File: config.mk
export PLATFORM = sky130hd
export DESIGN_NAME = cim_arbiter
export DESIGN_NICKNAME = d
export VERILOG_FILES = /design/src/rtl/cim_pkg.sv /design/src/rtl/cim_arbiter_rr_pick.sv /design/src/rtl/cim_arbiter.sv
export SDC_FILE = /design/constraint.sdc
export NUM_CORES = 1
export LEC_CHECK = 0
export BUFFER_PORTS_ARGS = -buffer_cell sky130_fd_sc_hd__buf_2
export CORE_MARGIN = 2
export CORE_UTILIZATION = 47
export DETAILED_ROUTE_END_ITERATION = 10
export GPL_TIMING_DRIVEN = 0
export PLACE_DENSITY_LB_ADDON = 0.05
export REMOVE_ABC_BUFFERS = 1
export SETUP_SLACK_MARGIN = 0.5
export SLEW_MARGIN = 5
export SYNTH_ARGS = -nofsm -noshare
export SYNTH_HDL_FRONTEND = slang
export SYNTH_SLANG_ARGS = --single-unit
File: constraint.sdc
create_clock -name clk -period 3.9 [get_ports clk]
set_input_delay 0.585 -clock clk [delete_from_list [all_inputs] [get_ports clk]]
set_output_delay 0.585 -clock clk [all_outputs]
set_load 0.03 [all_outputs]
File: src/rtl/cim_pkg.sv
// Shared types for the CIM access arbiter and its helpers.
package cim_pkg;

  typedef enum logic [1:0] {
    s_cim_arb_idle  = 2'd0,
    s_cim_arb_grant = 2'd1,
    s_cim_arb_busy  = 2'd2
  } t_cim_arb_state;

endpackage

File: src/rtl/cim_arbiter_rr_pick.sv
// Combinational round-robin finder: first set request at or after ptr, wrapping.
module rr_pick #(
  parameter int NUM_REQ   = 4,
  parameter int IDX_WIDTH = $clog2(NUM_REQ)
) (
  input  logic [NUM_REQ-1:0]   req,
  input  logic [IDX_WIDTH-1:0] ptr,
  output logic [IDX_WIDTH-1:0] idx,
  output logic                 valid
);

  logic [IDX_WIDTH-1:0] cand_s;

  // Scan from the priority pointer and latch onto the first request seen.
  always_comb begin
    idx    = {IDX_WIDTH{1'b0}};
    valid  = 1'b0;
    cand_s = {IDX_WIDTH{1'b0}};
    for (int i = 0; i < NUM_REQ; i++) begin
      cand_s = IDX_WIDTH'((int'(ptr) + i) % NUM_REQ);
      if (!valid && req[cand_s]) begin
        idx   = cand_s;
        valid = 1'b1;
      end else begin
        idx   = idx;
        valid = valid;
      end
    end
  end

endmodule

File: src/rtl/cim_arbiter.sv
// Round-robin owner arbiter time-sharing one CIM tile group between layer controllers.
// The grant is held across a whole CIM job and moves on only through an idle cycle.
module cim_arbiter
  import cim_pkg::*;
#(
  parameter int NUM_REQ    = 4,
  parameter int ADDR_WIDTH = 4,
  parameter int IDX_WIDTH  = $clog2(NUM_REQ)
) (
  input  logic                          clk,
  input  logic                          rst,
  input  logic [NUM_REQ-1:0]            i_req,
  input  logic [NUM_REQ-1:0]            i_we,
  input  logic [NUM_REQ-1:0]            i_start,
  input  logic [NUM_REQ*ADDR_WIDTH-1:0] i_addr,
  output logic [NUM_REQ-1:0]            o_gnt,
  output logic [NUM_REQ-1:0]            o_req_cim_ready,
  output logic                          o_cim_we,
  output logic                          o_cim_start,
  output logic [ADDR_WIDTH-1:0]         o_cim_addr,
  output logic [IDX_WIDTH-1:0]          o_owner,
  input  logic                          i_cim_ready
);

  localparam logic [NUM_REQ-1:0]   GNT_LSB  = {{(NUM_REQ-1){1'b0}}, 1'b1};
  localparam logic [IDX_WIDTH-1:0] LAST_IDX = IDX_WIDTH'(NUM_REQ - 1);

  t_cim_arb_state       state_r, state_nx_s;
  logic [IDX_WIDTH-1:0] owner_r, owner_nx_s;
  logic [IDX_WIDTH-1:0] ptr_r, ptr_nx_s;
  logic [NUM_REQ-1:0]   gnt_r, gnt_nx_s;
  logic [IDX_WIDTH-1:0] pick_idx_s;
  logic                 pick_valid_s;

  rr_pick #(
    .NUM_REQ   (NUM_REQ),
    .IDX_WIDTH (IDX_WIDTH)
  ) u_rr_pick (
    .req   (i_req),
    .ptr   (ptr_r),
    .idx   (pick_idx_s),
    .valid (pick_valid_s)
  );

  // State, owner, priority pointer and grant registers.
  always_ff @(posedge clk) begin
    if (rst) begin
      state_r <= s_cim_arb_idle;
      owner_r <= {IDX_WIDTH{1'b0}};
      ptr_r   <= {IDX_WIDTH{1'b0}};
      gnt_r   <= {NUM_REQ{1'b0}};
    end else begin
      state_r <= state_nx_s;
      owner_r <= owner_nx_s;
      ptr_r   <= ptr_nx_s;
      gnt_r   <= gnt_nx_s;
    end
  end

  // Next-state logic; a CIM ready drop in GRANT means it accepted a start.
  always_comb begin
    state_nx_s = state_r;
    owner_nx_s = owner_r;
    ptr_nx_s   = ptr_r;
    gnt_nx_s   = gnt_r;
    case (state_r)
      s_cim_arb_idle: begin
        if (pick_valid_s && i_cim_ready) begin
          state_nx_s = s_cim_arb_grant;
          owner_nx_s = pick_idx_s;
          gnt_nx_s   = GNT_LSB << pick_idx_s;
        end else begin
          gnt_nx_s   = {NUM_REQ{1'b0}};
        end
      end
      s_cim_arb_grant: begin
        if (!i_cim_ready) begin
          state_nx_s = s_cim_arb_busy;
        end else if (!i_req[owner_r]) begin
          state_nx_s = s_cim_arb_idle;
          ptr_nx_s   = (owner_r == LAST_IDX) ? {IDX_WIDTH{1'b0}} : owner_r + IDX_WIDTH'(1);
          owner_nx_s = {IDX_WIDTH{1'b0}};
          gnt_nx_s   = {NUM_REQ{1'b0}};
        end else begin
          state_nx_s = s_cim_arb_grant;
        end
      end
      s_cim_arb_busy: begin
        if (i_cim_ready) begin
          state_nx_s = s_cim_arb_grant;
        end else begin
          state_nx_s = s_cim_arb_busy;
        end
      end
      default: begin
        state_nx_s = s_cim_arb_idle;
        owner_nx_s = {IDX_WIDTH{1'b0}};
        gnt_nx_s   = {NUM_REQ{1'b0}};
      end
    endcase
  end

  // Route only the owner's CIM controls; everyone else sees the CIM as not ready.
  always_comb begin
    o_cim_we        = 1'b0;
    o_cim_start     = 1'b0;
    o_cim_addr      = {ADDR_WIDTH{1'b0}};
    o_req_cim_ready = {NUM_REQ{1'b0}};
    case (state_r)
      s_cim_arb_grant: begin
        o_cim_we                 = i_we[owner_r];
        o_cim_start              = i_start[owner_r];
        o_cim_addr               = i_addr[owner_r*ADDR_WIDTH +: ADDR_WIDTH];
        o_req_cim_ready[owner_r] = i_cim_ready;
      end
      s_cim_arb_busy: begin
        o_cim_we    = i_we[owner_r];
        o_cim_start = i_start[owner_r];
        o_cim_addr  = i_addr[owner_r*ADDR_WIDTH +: ADDR_WIDTH];
      end
      default: begin
        o_cim_we    = 1'b0;
        o_cim_start = 1'b0;
      end
    endcase
  end

  assign o_gnt   = gnt_r;
  assign o_owner = owner_r;

endmodule

==> run_results.csv, run 1 <==
group,metric,value,unit
floorplanning,start_util,0.504,
sta,holdWs,0.479,ns
global_route,grtUsageMet3,0.0462,
global_route,grt_util_met2,0.343,
logic_synthesis,synth.area.top_cells,"dfxtp_1 (23%), mux4_1 (18%), ha_1 (11%)",
placed_design,gp_congestion,0.836,
worst_setup_path,timing.rr.start,"o_owner[0]$_SDFFE_PP0P_",
placed_design,hpwl,1.68,mm
logic_synthesis,ys_warn_count,0,
worst_setup_path,path_max_fanout,13,
sta,slew_headroom,0.620,
floorplanning,rows,15,
route,final_antenna_net_count,0,
clock_tree,cts_setup_buffers,0,
global_route,grt_pass1_wl,3.17,mm
floorplanning,die_w,47.3,um
logic_synthesis,yosys_most_used_dff,"dfxtp_1",
global_route,gr-total-overflow,0,
worst_setup_path,crit_type,"reg -> out",
global_route,grt_max_degree,14,
logic_synthesis,netlist_instances,90,
pwr,power.internal,0.221,mW
global_route,grt.busiest_layer,"met2",
clock_tree,numCtsBuffers,3,
floorplanning,num_io_pins,47,
placed_design,place_area,1120,sq um
layout,n_antenna_cell,0,
clock_tree,cts.sinks,10,
worst_setup_path,end_kind,"output pin",
pwr,p_comb_frac,0.372,
worst_setup_path,cp_slowest_cell,"dfxtp_1",
global_route,use_met1,0.246,
worst_setup_path,crit_required,3.31,ns
sta,fin_crit_sh,0.647,
sta,tns,0,ns
sta,setup_violations,0,
logic_synthesis,postSynth.asyncResetShare,0,
route,drtIter0Drc,14,
logic_synthesis,synth_cell_types,32,
clock_tree,clockRootBuffer,"clkbuf_4",
floorplanning,core,1750,sq um
worst_setup_path,critPathArrivalTime,1.94,ns
worst_setup_path,rrSetupSlack,1.59,ns
placed_design,place_ws,1.60,ns
clock_tree,cts_tree,"done",
flow_run,cap_viol_max_count,0,
sta,clock_skew,0.00138,ns
route,drc,0,
worst_setup_path,critPathLaunchType,"flip-flop",
pwr,p_leak,0.583,nW
logic_synthesis,synth_area,880,sq um
pwr,power_frac_seq,0.347,
placed_design,io_buffers,46,
worst_setup_path,reg2reg_to,"o_gnt[3]$_SDFFE_PP0P_",
worst_hold_path,holdPathEnd,"o_gnt[2]$_SDFFE_PP0P_",
sta,maxSlewViolCount,0,
pwr,p_switching,0.120,mW
worst_hold_path,worstHoldPathType,"reg -> reg",
route,vias_per_cell,5.22,
worst_setup_path,cp_slowest_stage_delay,0.68,ns
clock_tree,clock_latency,0.27,ns
worst_hold_path,holdCritStartpoint,"o_gnt[2]$_SDFFE_PP0P_",
sta,min_period,2.52,ns
worst_setup_path,critical_path.cell_chain,"mux4_1, and2_1, buf_2",
logic_synthesis,yosysMostFrequentCell,"dfxtp_1",
logic_synthesis,ys_ff_latch,10,
layout,area_growth,32.0,%
global_route,grt_antenna_before_repair,0,
pwr,cellPowerDensity,293,nW/um^2
layout,stdcell_area,1160,sq um
sta,rsz0062_at_grt,"no",
clock_tree,clockBufferDepth,2,
worst_hold_path,whs_path_depth,1,
clock_tree,clk_pin_slew,0.07,ns
logic_synthesis,ys_seq_area_frac,0.228,
sta,hold_viol,0,
clock_tree,holdBufCountCts,0,
route,vias,851,
pwr,peakVddDrop,0.000210,V
logic_synthesis,synth_area_leader_cell,"dfxtp_1",
logic_synthesis,synth_top_area_share,0.228,
floorplanning,dieHeight,47.3,um
floorplanning,die_area,2230,sq um
global_route,track_usage,0.203,
clock_tree,cts_resized,0,
logic_synthesis,synth_common_cells,"dfxtp_1 (10), ha_1 (8), nor2_1 (7)",
clock_tree,htreeDepth,1,
sta,worstMarginPinSlew,0.565,ns
route,dr.pass1.iters,3,
global_route,grt_pass1_vias,760,
run_status,status,"completed",
pwr,switching_share,0.352,
pwr,p_clk_frac,0.281,
worst_setup_path,ff2ff_path_depth,4,
sta,fin_ws,1.38,ns
logic_synthesis,synth_edf_count,0,
layout,final_nets,178,
sta,max_freq,396,MHz
layout,layout-drive-gt1-share,0.413,
route,wl,2.11,mm
logic_synthesis,synth.avg_cell_area,9.77,sq um
route,post_drt_wl_per_cell,12.9,um
[stage by stage]
stage | instances | util | power [mW]
after floorplan | 88 | - | 0.204
after global placement | 159 | 0.644 | 0.244
after detailed placement | 159 | 0.644 | 0.247
after CTS | 163 | 0.665 | 0.343
after global routing | 163 | 0.665 | 0.362
final | 163 | 0.665 | 0.340
[sequential cells by signal, indices dropped and copies added (netlist names)]
| name | count |
|---|---|
| state_r | 2 |
| ptr_r | 2 |
| o_owner | 2 |
| o_gnt | 4 |
[routing by layer]
metal,vias to the layer above,part of all wire
li1,438,-
met1,386,0.46
met2,23,0.48
met3,4,0.047
met4,0,0.011
met5,-,0
[cell families (layout without fill, tap and decap cells)]
logic type	Yosys count	count (layout)	synth area share
and+or+nand+nor	31	31	0.195
AOI/OAI and AO/OA	26	26	0.215
DFF	10	10	0.228
adders and majority gates	8	8	0.114
buffers and inverters	8	56	0.0441
muxes	7	7	0.205
[cell type report]
| type | count | area, sq um |
|---|---|---|
| fill | 166 | 584 |
| inverter | 6 | 22.5 |
| sequential | 10 | 200 |
| timing repair buffer | 46 | 230 |
| clock buffer | 4 | 36.3 |
| tap | 25 | 31.3 |
| multi-input combinational | 72 | 641 |
[cell usage in the layout (no fill, tap or decap), drive strengths merged, types with 2 or more instances in the layout]
cell type  Yosys  final
nor2           7      7
mux4           7      7
a21o           2      2
a21oi          3      3
o21a           2      2
o21ai          5      5
inv            6      6
dfxtp         10     10
ha             8      8
buf            2     46
nand2          5      5
clkbuf         0      4
o21bai         2      2
and2           6      6
a22o           4      4
nor4           2      2
and3           4      4
nor2b          4      4
[power by group through the flow]
stage	Combinational [mW]	Clock, mW	Sequential, mW
after floorplan	0.0790	0	0.125
after global placement	0.123	0	0.120
after detailed placement	0.127	0	0.121
after CTS	0.127	0.0970	0.118
after global routing	0.139	0.103	0.120
final	0.127	0.0956	0.118
[worst max-delay path: cells and delay by family (launching register included)]
family                 cells  cell delay [ns]
buffers and inverters      1             0.17
flip-flops                 1             0.68
multiplexers               1             0.63
AND/OR/NAND/NOR            1             0.18
[worst max-delay path by stage]
| stage | slack (ns) | cells past startpoint | start | end |
|---|---|---|---|---|
| after global routing | 1.25 | 3 | o_owner[0]$_SDFFE_PP0P_ | o_cim_start |
| after detailed placement | 1.60 | 4 | o_owner[0]$_SDFFE_PP0P_ | o_gnt[3]$_SDFFE_PP0P_ |
| after floorplan | 1.61 | 4 | o_owner[0]$_SDFFE_PP0P_ | o_gnt[1]$_SDFFE_PP0P_ |
| after global placement | 1.58 | 4 | o_owner[0]$_SDFFE_PP0P_ | o_gnt[1]$_SDFFE_PP0P_ |
| after CTS | 1.32 | 3 | o_owner[0]$_SDFFE_PP0P_ | o_cim_start |
| final | 1.38 | 3 | o_owner[0]$_SDFFE_PP0P_ | o_cim_start |
(Power assumes the default switching activity.)
==> run 2, diff against run 1 <==
- CORE_UTILIZATION: 47 -> 44
- clock period: 3.9 -> 2.6 ns (I/O delays scaled with it)
==> run 2 against run 1 <==
Effect of this change: design area rose by 0.54%; combinational power grew 46%; largest power group unchanged; hold slack worse by 0.11 ns; clock-buffer cell count unchanged; clock power is 43% higher; critical path type is now reg -> reg; global-route usage down 3.2 points.
==> run_results.csv, run 2 (synthesis results as in run 1) <==
group,metric,value,unit
worst_setup_path,end_kind,"flip-flop",
clock_tree,cts_resized,2,
clock_tree,numCtsBuffers,3,
clock_tree,clockBufferDepth,2,
layout,layout.core_utilization,0.607,
global_route,grt_antenna_before_repair,0,
sta,slew_headroom,0.670,
route,final_antenna_net_count,0,
worst_setup_path,critPathLaunchType,"flip-flop",
clock_tree,htreeDepth,1,
worst_hold_path,worstHoldPathType,"in -> reg",
worst_setup_path,critical_path.cell_chain,"mux4_2, a2111o_1, and4b_2, a22o_2",
sta,clock_skew,0.00383,ns
placed_design,gp_congestion,0.779,
worst_hold_path,holdPathEnd,"ptr_r[0]$_SDFFE_PP0P_",
worst_setup_path,cp_slowest_stage_delay,0.58,ns
sta,min_period,1.99,ns
sta,fin_ws,0.609,ns
route,wl,1.89,mm
clock_tree,clk_pin_slew,0.07,ns
layout,fill_cells,197,
floorplanning,die_w,48.7,um
sta,hold_viol,0,
layout,layout_common_cells,"buf_2 (46), dfxtp_1 (9), ha_1 (8)",
route,dr.pass1.iters,4,
route,vias,874,
run_status,status,"completed",
worst_setup_path,critPathArrivalTime,2.20,ns
pwr,cellPowerDensity,429,nW/um^2
placed_design,place_ws,0.319,ns
route,post_drt_wl_per_cell,11.4,um
clock_tree,cts_setup_buffers,0,
worst_hold_path,holdCritStartpoint,"rst",
placed_design,hpwl,1.61,mm
clock_tree,cts_tree,"done",
floorplanning,num_io_pins,47,
worst_setup_path,path_max_fanout,13,
layout,n_antenna_cell,0,
layout,area_growth,32.7,%
sta,tns,0,ns
route,drtIter0Drc,14,
pwr,p_total,0.501,mW
global_route,grt_pass1_wl,3.23,mm
layout,multi_input_area,641,sq um
worst_setup_path,timing.rr.start,"o_owner[0]$_SDFFE_PP0P_",
worst_setup_path,crit_type,"reg -> reg",
flow_run,cap_viol_max_count,0,
layout,layout-drive-gt1-share,0.420,
worst_setup_path,reg2reg_to,"o_gnt[1]$_SDFFE_PP0P_",
layout,final_common_cell,"buf_2",
clock_tree,cts.sinks,10,
worst_setup_path,crit_required,2.81,ns
placed_design,io_buffers,46,
layout,final_nets,178,
global_route,gr-total-overflow,0,
clock_tree,holdBufCountCts,0,
floorplanning,core,1920,sq um
route,vias_per_cell,5.30,
global_route,grt_pass1_vias,792,
sta,max_freq,502,MHz
global_route,track_usage,0.171,
clock_tree,clock_latency,0.26,ns
sta,fin_crit_sh,0.766,
pwr,p_leak,0.584,nW
sta,rsz0062_at_grt,"no",
worst_setup_path,cp_slowest_cell,"mux4_2",
sta,maxSlewViolCount,0,
floorplanning,rows,16,
floorplanning,die_area,2370,sq um
floorplanning,start_util,0.458,
sta,setup_violations,0,
worst_setup_path,rrSetupSlack,0.61,ns
layout,largest_reg_flops,4,
layout,seq_area,204,sq um
sta,worstMarginPinSlew,0.489,ns
pwr,peakVddDrop,0.000223,V
global_route,grt_max_degree,14,
route,drc,0,
sta,holdWs,0.371,ns
worst_hold_path,whs_path_depth,2,
clock_tree,clockRootBuffer,"clkbuf_4",
worst_setup_path,ff2ff_path_depth,4,
floorplanning,dieHeight,48.7,um
run 2: cell counts in the layout (fill, tap and decap cells not counted):
Identical to the previous run, type by type.
run 2: cell type report:
class,count,share of cell area
inverter,6,0.0193
sequential,10,0.175
tap,27,0.0289
clock buffer,4,0.0311
timing repair buffer,46,0.197
multi-input combinational,72,0.549
run 2: how the worst max path moves through the flow:
stage                             from               endpoint  slack (ns)
2_1_floorplan  o_owner[0]$_SDFFE_PP0P_  o_gnt[1]$_SDFFE_PP0P_        0.31
3_3_place_gp   o_owner[0]$_SDFFE_PP0P_  o_gnt[3]$_SDFFE_PP0P_        0.32
4_1_cts        o_owner[0]$_SDFFE_PP0P_          o_cim_addr[2]        0.58
3_5_place_dp   o_owner[0]$_SDFFE_PP0P_  o_gnt[1]$_SDFFE_PP0P_        0.32
5_1_grt        o_owner[0]$_SDFFE_PP0P_          o_cim_addr[1]        0.53
6_report       o_owner[0]$_SDFFE_PP0P_  o_gnt[1]$_SDFFE_PP0P_        0.61
run 2: metal layers:
layer / routed length (um) / global-route usage
met4: 0 / 0.0286
met2: 993 / 0.313
met5: 0 / 0
met1: 821 / 0.201
met3: 71 / 0.0463
run 2: worst max-delay path: cells and delay by family, from the launching register on:
| family | cells | cell delay, ns |
|---|---|---|
| flops | 1 | 0.45 |
| mux | 1 | 0.58 |
| simple gates | 1 | 0.32 |
| compound gates | 2 | 0.59 |
run 2: where the power goes:
group | leakage (nW) | internal (mW) | switching [mW]
Combinational | 0.481 | 0.0830 | 0.103
Sequential | 0.0821 | 0.163 | 0.0147
Clock | 0.0210 | 0.0849 | 0.0524
run 2: stage by stage:
stage	instances	cell area, sq um
finish	165	1170
global route	165	1170
CTS	165	1170
detailed placement	161	1130
global placement	161	1130
floorplan	88	863
